===== src/rtl/lcd_ctrl_if.sv =====
`default_nettype none
// ============================================================================
// lcd_ctrl_if : load/store bus port of the LCD controller register block
// Rev 1.0 - initial release
// ============================================================================
interface lcd_ctrl_if;
   logic [31:0] lsu_addr;
   logic [31:0] st_data;
   logic        lsu_wren;
   logic [31:0] ld_data;
   logic        hit;

   modport master (
      output lsu_addr,
      output st_data,
      output lsu_wren,
      input  ld_data,
      input  hit
   );

   modport slave (
      input  lsu_addr,
      input  st_data,
      input  lsu_wren,
      output ld_data,
      output hit
   );
endinterface
`default_nettype wire


===== src/rtl/lcd_ctrl.sv =====
`default_nettype none
// ============================================================================
// lcd_ctrl : memory-mapped HD44780 write engine with command FIFO and
//            hardware EN setup/pulse/hold and execution-time sequencing
// Rev 1.0 - initial release
// ============================================================================
module lcd_ctrl #(
   parameter logic [31:0] BASE_ADDR  = 32'h7040,
   parameter int          FIFO_DEPTH = 4,
   parameter int          T_SETUP    = 2,
   parameter int          T_PW       = 12,
   parameter int          T_HOLD     = 2,
   parameter int          T_EXEC     = 2000,
   parameter int          T_LONG     = 82000
) (
   input  logic       i_clk,
   input  logic       i_reset,
   lcd_ctrl_if.slave  lsu_bus,
   output logic       o_lcd_on,
   output logic       o_lcd_en,
   output logic       o_lcd_rs,
   output logic       o_lcd_rw,
   output logic [7:0] o_lcd_data
);

   localparam int c_AW    = $clog2(FIFO_DEPTH);
   localparam int c_MAX_A = (T_LONG > T_EXEC) ? T_LONG : T_EXEC;
   localparam int c_MAX_B = (T_PW > T_SETUP) ? T_PW : T_SETUP;
   localparam int c_MAX_C = (c_MAX_A > c_MAX_B) ? c_MAX_A : c_MAX_B;
   localparam int c_MAX   = (c_MAX_C > T_HOLD) ? c_MAX_C : T_HOLD;
   localparam int c_CNT_W = ($clog2(c_MAX) < 1) ? 1 : $clog2(c_MAX);

   localparam logic [c_CNT_W-1:0] c_LD_SETUP = c_CNT_W'(T_SETUP - 1);
   localparam logic [c_CNT_W-1:0] c_LD_PW    = c_CNT_W'(T_PW - 1);
   localparam logic [c_CNT_W-1:0] c_LD_HOLD  = c_CNT_W'(T_HOLD - 1);
   localparam logic [c_CNT_W-1:0] c_LD_EXEC  = c_CNT_W'(T_EXEC - 1);
   localparam logic [c_CNT_W-1:0] c_LD_LONG  = c_CNT_W'(T_LONG - 1);
   localparam logic [c_AW:0]      c_DEPTH    = (c_AW + 1)'(FIFO_DEPTH);

   typedef enum logic [2:0] {
      S_IDLE  = 3'd0,
      S_SETUP = 3'd1,
      S_PULSE = 3'd2,
      S_HOLD  = 3'd3,
      S_WAIT  = 3'd4
   } state_t;

   state_t               r_state, w_state_nxt;
   logic [c_CNT_W-1:0]   r_cnt, w_cnt_nxt;
   logic [8:0]           r_fifo [FIFO_DEPTH];
   logic [c_AW-1:0]      r_wr_ptr, r_rd_ptr;
   logic [c_AW:0]        r_count;
   logic [8:0]           r_cur;
   logic                 r_lcd_en, r_ovf, r_on;
   logic                 w_hit, w_data_wr, w_ctrl_wr, w_full, w_empty;
   logic                 w_push, w_pop, w_long, w_busy;
   logic [3:0]           w_count4;
   logic                 w_unused_bits;

   assign w_hit     = (lsu_bus.lsu_addr[31:3] == BASE_ADDR[31:3]);
   assign w_data_wr = w_hit && lsu_bus.lsu_wren && !lsu_bus.lsu_addr[2];
   assign w_ctrl_wr = w_hit && lsu_bus.lsu_wren &&  lsu_bus.lsu_addr[2];
   assign w_full    = (r_count == c_DEPTH);
   assign w_empty   = (r_count == '0);
   // A pop on the same edge frees the slot, so a full FIFO still accepts the write
   assign w_push    = w_data_wr && (!w_full || w_pop);
   assign w_long    = !r_cur[8] && ((r_cur[7:0] == 8'h01) || (r_cur[7:0] == 8'h02) ||
                                    (r_cur[7:0] == 8'h03));
   assign w_busy    = (r_state != S_IDLE) || !w_empty;
   assign w_count4  = 4'(r_count);
   assign w_unused_bits = ^{lsu_bus.st_data[31:9], lsu_bus.lsu_addr[1:0]};

   always_comb begin
      w_state_nxt = r_state;
      w_cnt_nxt   = r_cnt;
      w_pop       = 1'b0;
      case (r_state)
         S_IDLE: begin
            if (!w_empty) begin
               w_pop       = 1'b1;
               w_cnt_nxt   = c_LD_SETUP;
               w_state_nxt = S_SETUP;
            end
         end
         S_SETUP: begin
            if (r_cnt == '0) begin
               w_cnt_nxt   = c_LD_PW;
               w_state_nxt = S_PULSE;
            end else begin
               w_cnt_nxt = r_cnt - c_CNT_W'(1);
            end
         end
         S_PULSE: begin
            if (r_cnt == '0) begin
               w_cnt_nxt   = c_LD_HOLD;
               w_state_nxt = S_HOLD;
            end else begin
               w_cnt_nxt = r_cnt - c_CNT_W'(1);
            end
         end
         S_HOLD: begin
            if (r_cnt == '0) begin
               w_cnt_nxt   = w_long ? c_LD_LONG : c_LD_EXEC;
               w_state_nxt = S_WAIT;
            end else begin
               w_cnt_nxt = r_cnt - c_CNT_W'(1);
            end
         end
         S_WAIT: begin
            if (r_cnt == '0) begin
               w_state_nxt = S_IDLE;
            end else begin
               w_cnt_nxt = r_cnt - c_CNT_W'(1);
            end
         end
         default: begin
            w_state_nxt = S_IDLE;
            w_cnt_nxt   = '0;
         end
      endcase
   end

   always_ff @(posedge i_clk or negedge i_reset) begin
      if (!i_reset) begin
         r_state  <= S_IDLE;
         r_cnt    <= '0;
         r_lcd_en <= 1'b0;
         r_cur    <= '0;
      end else begin
         r_state  <= w_state_nxt;
         r_cnt    <= w_cnt_nxt;
         r_lcd_en <= (w_state_nxt == S_PULSE);
         if (w_pop) begin
            r_cur <= r_fifo[r_rd_ptr];
         end
      end
   end

   always_ff @(posedge i_clk or negedge i_reset) begin
      if (!i_reset) begin
         r_wr_ptr <= '0;
         r_rd_ptr <= '0;
         r_count  <= '0;
         r_ovf    <= 1'b0;
         r_on     <= 1'b0;
      end else begin
         if (w_push) begin
            r_wr_ptr <= r_wr_ptr + c_AW'(1);
         end
         if (w_pop) begin
            r_rd_ptr <= r_rd_ptr + c_AW'(1);
         end
         if (w_push && !w_pop) begin
            r_count <= r_count + (c_AW + 1)'(1);
         end else if (w_pop && !w_push) begin
            r_count <= r_count - (c_AW + 1)'(1);
         end
         if (w_ctrl_wr && lsu_bus.st_data[1]) begin
            r_ovf <= 1'b0;
         end else if (w_data_wr && !w_push) begin
            r_ovf <= 1'b1;
         end
         if (w_ctrl_wr) begin
            r_on <= lsu_bus.st_data[0];
         end
      end
   end

   // Storage needs no reset: occupancy is tracked by the pointers and count
   always_ff @(posedge i_clk) begin
      if (w_push) begin
         r_fifo[r_wr_ptr] <= lsu_bus.st_data[8:0];
      end
   end

   always_comb begin
      lsu_bus.ld_data = '0;
      if (w_hit) begin
         if (lsu_bus.lsu_addr[2]) begin
            lsu_bus.ld_data = {30'b0, r_ovf, r_on};
         end else begin
            lsu_bus.ld_data = {24'b0, w_count4, 1'b0, r_ovf, w_full, w_busy};
         end
      end
   end

   assign lsu_bus.hit = w_hit;
   assign o_lcd_on    = r_on;
   assign o_lcd_en    = r_lcd_en;
   assign o_lcd_rs    = r_cur[8];
   assign o_lcd_data  = r_cur[7:0];
   assign o_lcd_rw    = 1'b0;

endmodule
`default_nettype wire

===== src/flat_wrapper.sv =====
// flat-port wrapper written by rule: the top's interface ports become plain ports
module lcd_ctrl_flat 
#(
   parameter logic [31:0] BASE_ADDR  = 32'h7040,
   parameter int          FIFO_DEPTH = 4,
   parameter int          T_SETUP    = 2,
   parameter int          T_PW       = 12,
   parameter int          T_HOLD     = 2,
   parameter int          T_EXEC     = 2000,
   parameter int          T_LONG     = 82000
)
  (i_clk, i_reset, o_lcd_on, o_lcd_en, o_lcd_rs, o_lcd_rw, o_lcd_data, lsu_bus_lsu_addr, lsu_bus_st_data, lsu_bus_lsu_wren, lsu_bus_ld_data, lsu_bus_hit);
  lcd_ctrl_if lsu_bus_i ();
  input  logic i_clk;
  input  logic i_reset;
  output logic o_lcd_on;
  output logic o_lcd_en;
  output logic o_lcd_rs;
  output logic o_lcd_rw;
  output logic [7:0] o_lcd_data;
  input wire logic [$bits(lsu_bus_i.lsu_addr)-1:0] lsu_bus_lsu_addr;
  input wire logic [$bits(lsu_bus_i.st_data)-1:0] lsu_bus_st_data;
  input wire logic [$bits(lsu_bus_i.lsu_wren)-1:0] lsu_bus_lsu_wren;
  output wire logic [$bits(lsu_bus_i.ld_data)-1:0] lsu_bus_ld_data;
  output wire logic [$bits(lsu_bus_i.hit)-1:0] lsu_bus_hit;
  assign lsu_bus_i.lsu_addr = lsu_bus_lsu_addr;
  assign lsu_bus_i.st_data = lsu_bus_st_data;
  assign lsu_bus_i.lsu_wren = lsu_bus_lsu_wren;
  assign lsu_bus_ld_data = lsu_bus_i.ld_data;
  assign lsu_bus_hit = lsu_bus_i.hit;
  lcd_ctrl #(.BASE_ADDR(BASE_ADDR), .FIFO_DEPTH(FIFO_DEPTH), .T_SETUP(T_SETUP), .T_PW(T_PW), .T_HOLD(T_HOLD), .T_EXEC(T_EXEC), .T_LONG(T_LONG)) u_core (.i_clk(i_clk), .i_reset(i_reset), .lsu_bus(lsu_bus_i), .o_lcd_on(o_lcd_on), .o_lcd_en(o_lcd_en), .o_lcd_rs(o_lcd_rs), .o_lcd_rw(o_lcd_rw), .o_lcd_data(o_lcd_data));
endmodule

===== config.mk =====
export PLATFORM = sky130hd
export DESIGN_NAME = lcd_ctrl_flat
export DESIGN_NICKNAME = d
export VERILOG_FILES = /design/src/rtl/lcd_ctrl_if.sv /design/src/rtl/lcd_ctrl.sv /design/src/flat_wrapper.sv
export SDC_FILE = /design/constraint.sdc
export NUM_CORES = 1
export LEC_CHECK = 0
export BUFFER_PORTS_ARGS = -buffer_cell sky130_fd_sc_hd__buf_2
export CAP_MARGIN = 0
export CORE_MARGIN = 10
export CORE_UTILIZATION = 50
export CTS_CLUSTER_SIZE = 10
export DETAILED_ROUTE_END_ITERATION = 12
export PLACE_DENSITY = 0.77
export SYNTH_ARGS = -nofsm -noshare
export SYNTH_HDL_FRONTEND = slang
export SYNTH_SLANG_ARGS = --single-unit

===== constraint.sdc =====
create_clock -name i_clk -period 5.3 [get_ports i_clk]
set_input_delay 1.06 -clock i_clk [delete_from_list [all_inputs] [get_ports i_clk]]
set_output_delay 1.06 -clock i_clk [all_outputs]
set_load 0.02 [all_outputs]

# Yosys cells after proc, flatten, opt, wreduce, memory -nomap -nowiden

Memory sizes are Yosys's and may differ from the RTL's. A register that Yosys moved wholly into a read port is not among the register bits.
Cells that the tools add are included.
Widths: inputs -> output; s select.

Register bits after elaboration: 30
Memory bits (writable): 36
Input port bits: 67
Output and inout bits: 45
Word-level logic and storage cells: 76
Memories kept: 1

Memory list:

| name          | words | bits a word | read ports | clocked after Yosys merged registers in | write ports | line           | source |
|---|---|---|---|---|---|---|---|
| u_core.r_fifo | 4     | 9           | 1          | 1                                       | 1           | lcd_ctrl.sv:50 | `logic [8:0] r_fifo [FIFO_DEPTH];` |

Add/sub/neg operators: 5
Equality and inequality tests: 12
Multiplexer cells: 23
Reduce and logical (&&, ||, !) cells: 27

Operator list:

| cell                  | count |
|---|---|
| $mux 17               | 6 |
| $pmux 17 s5           | 1 |
| $mux 32               | 1 |
| $eq 29x12->1 const B  | 1 |
| $mux 3                | 7 |
| $logic_not 17->1      | 1 |
| $sub 17x1->17 const B | 1 |
| $eq 8x2->1 const B    | 2 |
| $pmux 3 s5            | 1 |
| $eq 3x2->1 const B    | 3 |
| $logic_and 1x1->1     | 9 |
| $eq 8x1->1 const B    | 1 |
| $logic_not 1->1       | 7 |
| $mux 7                | 1 |
| $eq 3x3->1 const B    | 2 |
| $logic_not 3->1       | 2 |
| $mux 1                | 6 |
| $add 2x1->2 const B   | 2 |
| $logic_or 1x1->1      | 4 |
| $ne 2x2->1 const B    | 2 |
| $reduce_bool 2->1     | 2 |
| $add 3x1->3 const B   | 1 |
| $eq 3x1->1 const B    | 1 |
| $reduce_bool 3->1     | 1 |
| 2 further kinds       | 2 |

# Logic depth before layout (Yosys ltp)

Depth after elaboration: 9
Gate-level depth with buffers: 11
Mapped depth without buffers: 10

# Worst setup path before layout

OpenSTA, ideal clock, no wires.

Path type: in2out
Start: input lsu_bus_lsu_addr[7]
End: output lsu_bus_ld_data[2]
Arrival time: 2.251 ns
Data required time: 4.240 ns
Path slack: 1.989 ns
Stages: 3
Buffers on the path: 0
Cells stage by stage: nor4_1 > nand4_1 > nor4_1

Cells in the longest elaborated chain, start to end: 2

RTL lines:

| item               | line               | source |
|---|---|---|
| start: declaration | flat_wrapper.sv:21 | `input wire logic [$bits(lsu_bus_i.lsu_addr)-1:0] lsu_bus_lsu_addr;` |
| $eq 29x12->1       | lcd_ctrl.sv:60     | `assign w_hit = (lsu_bus.lsu_addr[31:3] == BASE_ADDR[31:3]);` |
| $mux 32            | lcd_ctrl.sv:178    | `if (w_hit) begin` |
| end: declaration   | flat_wrapper.sv:24 | `output wire logic [$bits(lsu_bus_i.ld_data)-1:0] lsu_bus_ld_data;` |

Every way passes these cells.

# Worst setup path in the final report

Start: input lsu_bus_lsu_addr[4]
End: output lsu_bus_ld_data[5]

The elaborated chain is that of the path after synthesis.

==> summary.txt <==
Layout
  • Final core utilization: 0.567
  • Area growth from synthesis to layout: 11.0%
  • Final #Nets: roughly 450
  • Final-layout fill cell count: between 600 and 700
  • Non-filler instance count after layout: between 400 and 500
  • Ratio of cells with drive above 1 in the final layout: 0.308
  • Diode count: 0

Synthesis
  • FF+latch count, synth: 75
  • Avg Inst Size Synth: 12.2 um^2
  • Sequential share of the synthesized area: 0.524
  • Post-synthesis cell area: 3920 um^2
  • Number of instances in the synthesized netlist: 322
  • Count leader, synth: dfrtp_1
  • Distinct cell type count of the synthesized netlist: 68
  • Cell types with the highest counts after synthesis: dfrtp_1, edfxtp_1, buf_4
  • Area share of the leading cell type in the synthesized netlist: 0.276
  • Cell accounting for the most synthesized area: edfxtp_1
  • Ys flop type: dfrtp_1
  • Cell types with the largest area share after synthesis: edfxtp_1, dfrtp_1, buf_4
  • Count of flip-flops with a built-in enable after synthesis: 36
  • FFs w/ async S/R, synth: 0.520
  • Number of warning messages in the yosys log: 0

Clock network
  • Clock buffer depth: 2
  • Clock tree from TritonCTS: done
  • Sink count of the clock tree: 75
  • Root Buffer Master: clkbuf_8
  • Post-CTS setup buffers: 0
  • Number of buffers created by CTS: 9
  • Number of cells upsized or downsized after cts: 0
  • Latest clock arrival within the worst-skew pair: approximately 0.35 ns
  • H-tree depth: 3
  • Clock transition at the register clock pins on the worst setup and hold paths after CTS: roughly 0.08 ns
  • Number of hold buffers added after cts: 0

Placement
  • Final GP Congestion: 0.833
  • Worst slack after detailed placement: ~1.8 ns
  • Hpwl dp: approximately 6000 um
  • Placed instance count: ~470
  • Port Buf Inserts: between 50 and 60

Global routing
  • Wire length of the first global-routing pass: roughly 13000 um
  • Number of global-route vias before repair: ~2800
  • Overall track demand over capacity in global routing: 0.142
  • Largest net degree at the start of global routing: 40
  • Antenna violations before repair: 0
  • Total grt overflow: 0

STA
  • Hold Violations, Final: 0
  • Final period utilization: 0.650
  • # setup viols final: 0
  • Maximum clock frequency: 0.290 GHz
  • RSZ-0062 raised after global routing: no
  • Clock period minus worst slack: 3.44 ns
  • Count of pins over their slew limit: 0
  • Rel. slew slack: 0.396
  • Final worst clock skew: approximately 0.0075 ns
  • Setup slack of the critical path after layout: between 1.5 and 2 ns
  • Measured slew at the worst slew-check pin: slightly above 0.9 ns
  • Total negative slack: 0 ns

Setup path
  • CP Launch Type: input port
  • Category of the worst setup path capture point: primary output
  • Required time reported for the critical path endpoint: 4.24 ns
  • Worst R2R Setup Slack: approximately 2.7 ns
  • Reg-to-reg endpoint: u_core.r_count[1]
  • Maximum fanout along the worst path: 5
  • Launching point of the worst reg2reg path: u_core.r_state[2]
  • Type of the setup path with the least slack: input port to primary output
  • Logic depth of the worst register-to-register path: 7
  • Data arrival time of the worst path: 2.38 ns

Route
  • Length of the first detailed-routing pass in iterations: 4
  • Antenna violation net count after detailed routing: 0
  • Via count: 2712
  • Drt drc: 0
  • Drt first-iter violations: approximately 180
  • Routed wire per std cell: between 15 and 20 um
  • Routed WL: around 8200 um
  • Vias per Instance: 5.59

Die
  • Height of the die: 109 um
  • Starting Density: 0.510
  • Top Ports: between 100 and 150
  • Area of the core region: just under 8000 um^2
  • Row count: 32
  • Width of the chip: 109 um
  • Full die area: roughly 12000 um^2

Flow run
  • # Max-Cap Violations: 0

Outcome
  • Result of the run: completed

Worst hold path
  • Endpoint with the worst hold slack: u_core.r_count[2]
  • Worst min-delay path startpoint: u_core.r_count[2]
  • Min-Delay Path Depth: 1
  • Class of the worst hold path: register to register

Pwr
  • P per Cell Area: approximately 240 nW/um^2
  • Peak supply drop: between 0.15 and 0.2 mV
  • Leakage power: between 0.0015 and 0.002 uW
[worst max-delay path, cell delays in order]
cell	delay, ns
buf_2	0.10
nor4b_2	0.27
nand4_1	0.23
nor3_1	0.37
and2_1	0.19
buf_2	0.16
[layout make-up]
cell class | instances | area, um^2 | area share
Timing Repair Buffer | 59 | 295 | 0.0678
Multi-Input combinational cell | 226 | 1670 | 0.383
Clock buffer | 9 | 124 | 0.0284
Tap cell | 102 | 128 | 0.0293
Clock inverter | 7 | 57.6 | 0.0132
Sequential cell | 75 | 2060 | 0.472
Inverter | 7 | 26.3 | 0.00603
[flip-flops by register name, indices dropped and copies added (netlist names)]
name             count
u_core.r_state       3
u_core.r_count       3
u_core.o_lcd_on      1
u_core.r_rd_ptr      2
u_core.r_ovf         1
u_core.r_cur         9
u_core.r_fifo       36
u_core.r_wr_ptr      2
u_core.r_cnt        17
u_core.o_lcd_en      1
[where the power goes]
part	total [uW]	internal, uW	switching [uW]
Clock	411	178	233
Combinational	44.7	12.0	32.7
Sequential	610	610	0.00000288
Total	1070	800	265
[routing by layer]
layer,track usage,wire [um],up-vias
met4,0.0527,85,0
met1,0.178,3550,1322
met5,0,0,-
li1,-,-,1278
met2,0.229,3940,102
met3,0.0434,622,10
[metrics by stage]
step | hold WS (ns) | total power [uW] | instance area (um^2)
floorplan | 0.468 | 657 | 4020
global placement | 0.493 | 665 | 4170
detailed placement | 0.507 | 666 | 4170
CTS | 0.514 | 1070 | 4360
global route | 0.533 | 1110 | 4360
finish | 0.510 | 1070 | 4360
[placed cells by master (no fill, tap or decap), drive strengths merged, types with 5 or more instances in the layout]
cell | netlist | layout
o21ai | 22 | 22
ha | 6 | 6
clkbuf | 6 | 9
conb | 1 | 27
nor2 | 23 | 23
nand3 | 6 | 6
nor3 | 12 | 12
edfxtp | 36 | 36
nand2 | 12 | 12
mux4 | 9 | 9
and2 | 9 | 9
dfrtp | 39 | 39
a21oi | 13 | 13
nor4 | 12 | 12
buf | 34 | 59
nand4 | 5 | 5
inv | 7 | 12
mux2 | 12 | 12
[worst max path at each step]
stage | from | end | slack (ns) | cells past startpoint
final | lsu_bus_lsu_addr[4] | lsu_bus_ld_data[5] | 1.86 | 6
after global routing | lsu_bus_lsu_addr[7] | lsu_bus_ld_data[5] | 1.60 | 6
after CTS | lsu_bus_lsu_addr[4] | lsu_bus_ld_data[5] | 1.83 | 6
after detailed placement | lsu_bus_lsu_addr[4] | u_core.r_count[2] | 1.79 | 11
after global placement | lsu_bus_lsu_addr[7] | lsu_bus_ld_data[4] | 1.86 | 6
after floorplan | lsu_bus_lsu_addr[7] | lsu_bus_ld_data[2] | 1.99 | 3
[cells by family (layout without fill, tap and decap cells)]
logic type	Yosys count	in the layout	synth area share
simple gates	98	98	0.156
fa+ha+maj	7	7	0.0242
compound gates	64	64	0.113
buf+inv	47	82	0.0756
mux	22	22	0.0886
other cells	1	27	0.000956
xor+xnor	8	8	0.0179
flops	75	75	0.524
Power figures use the tool's default switching activity.
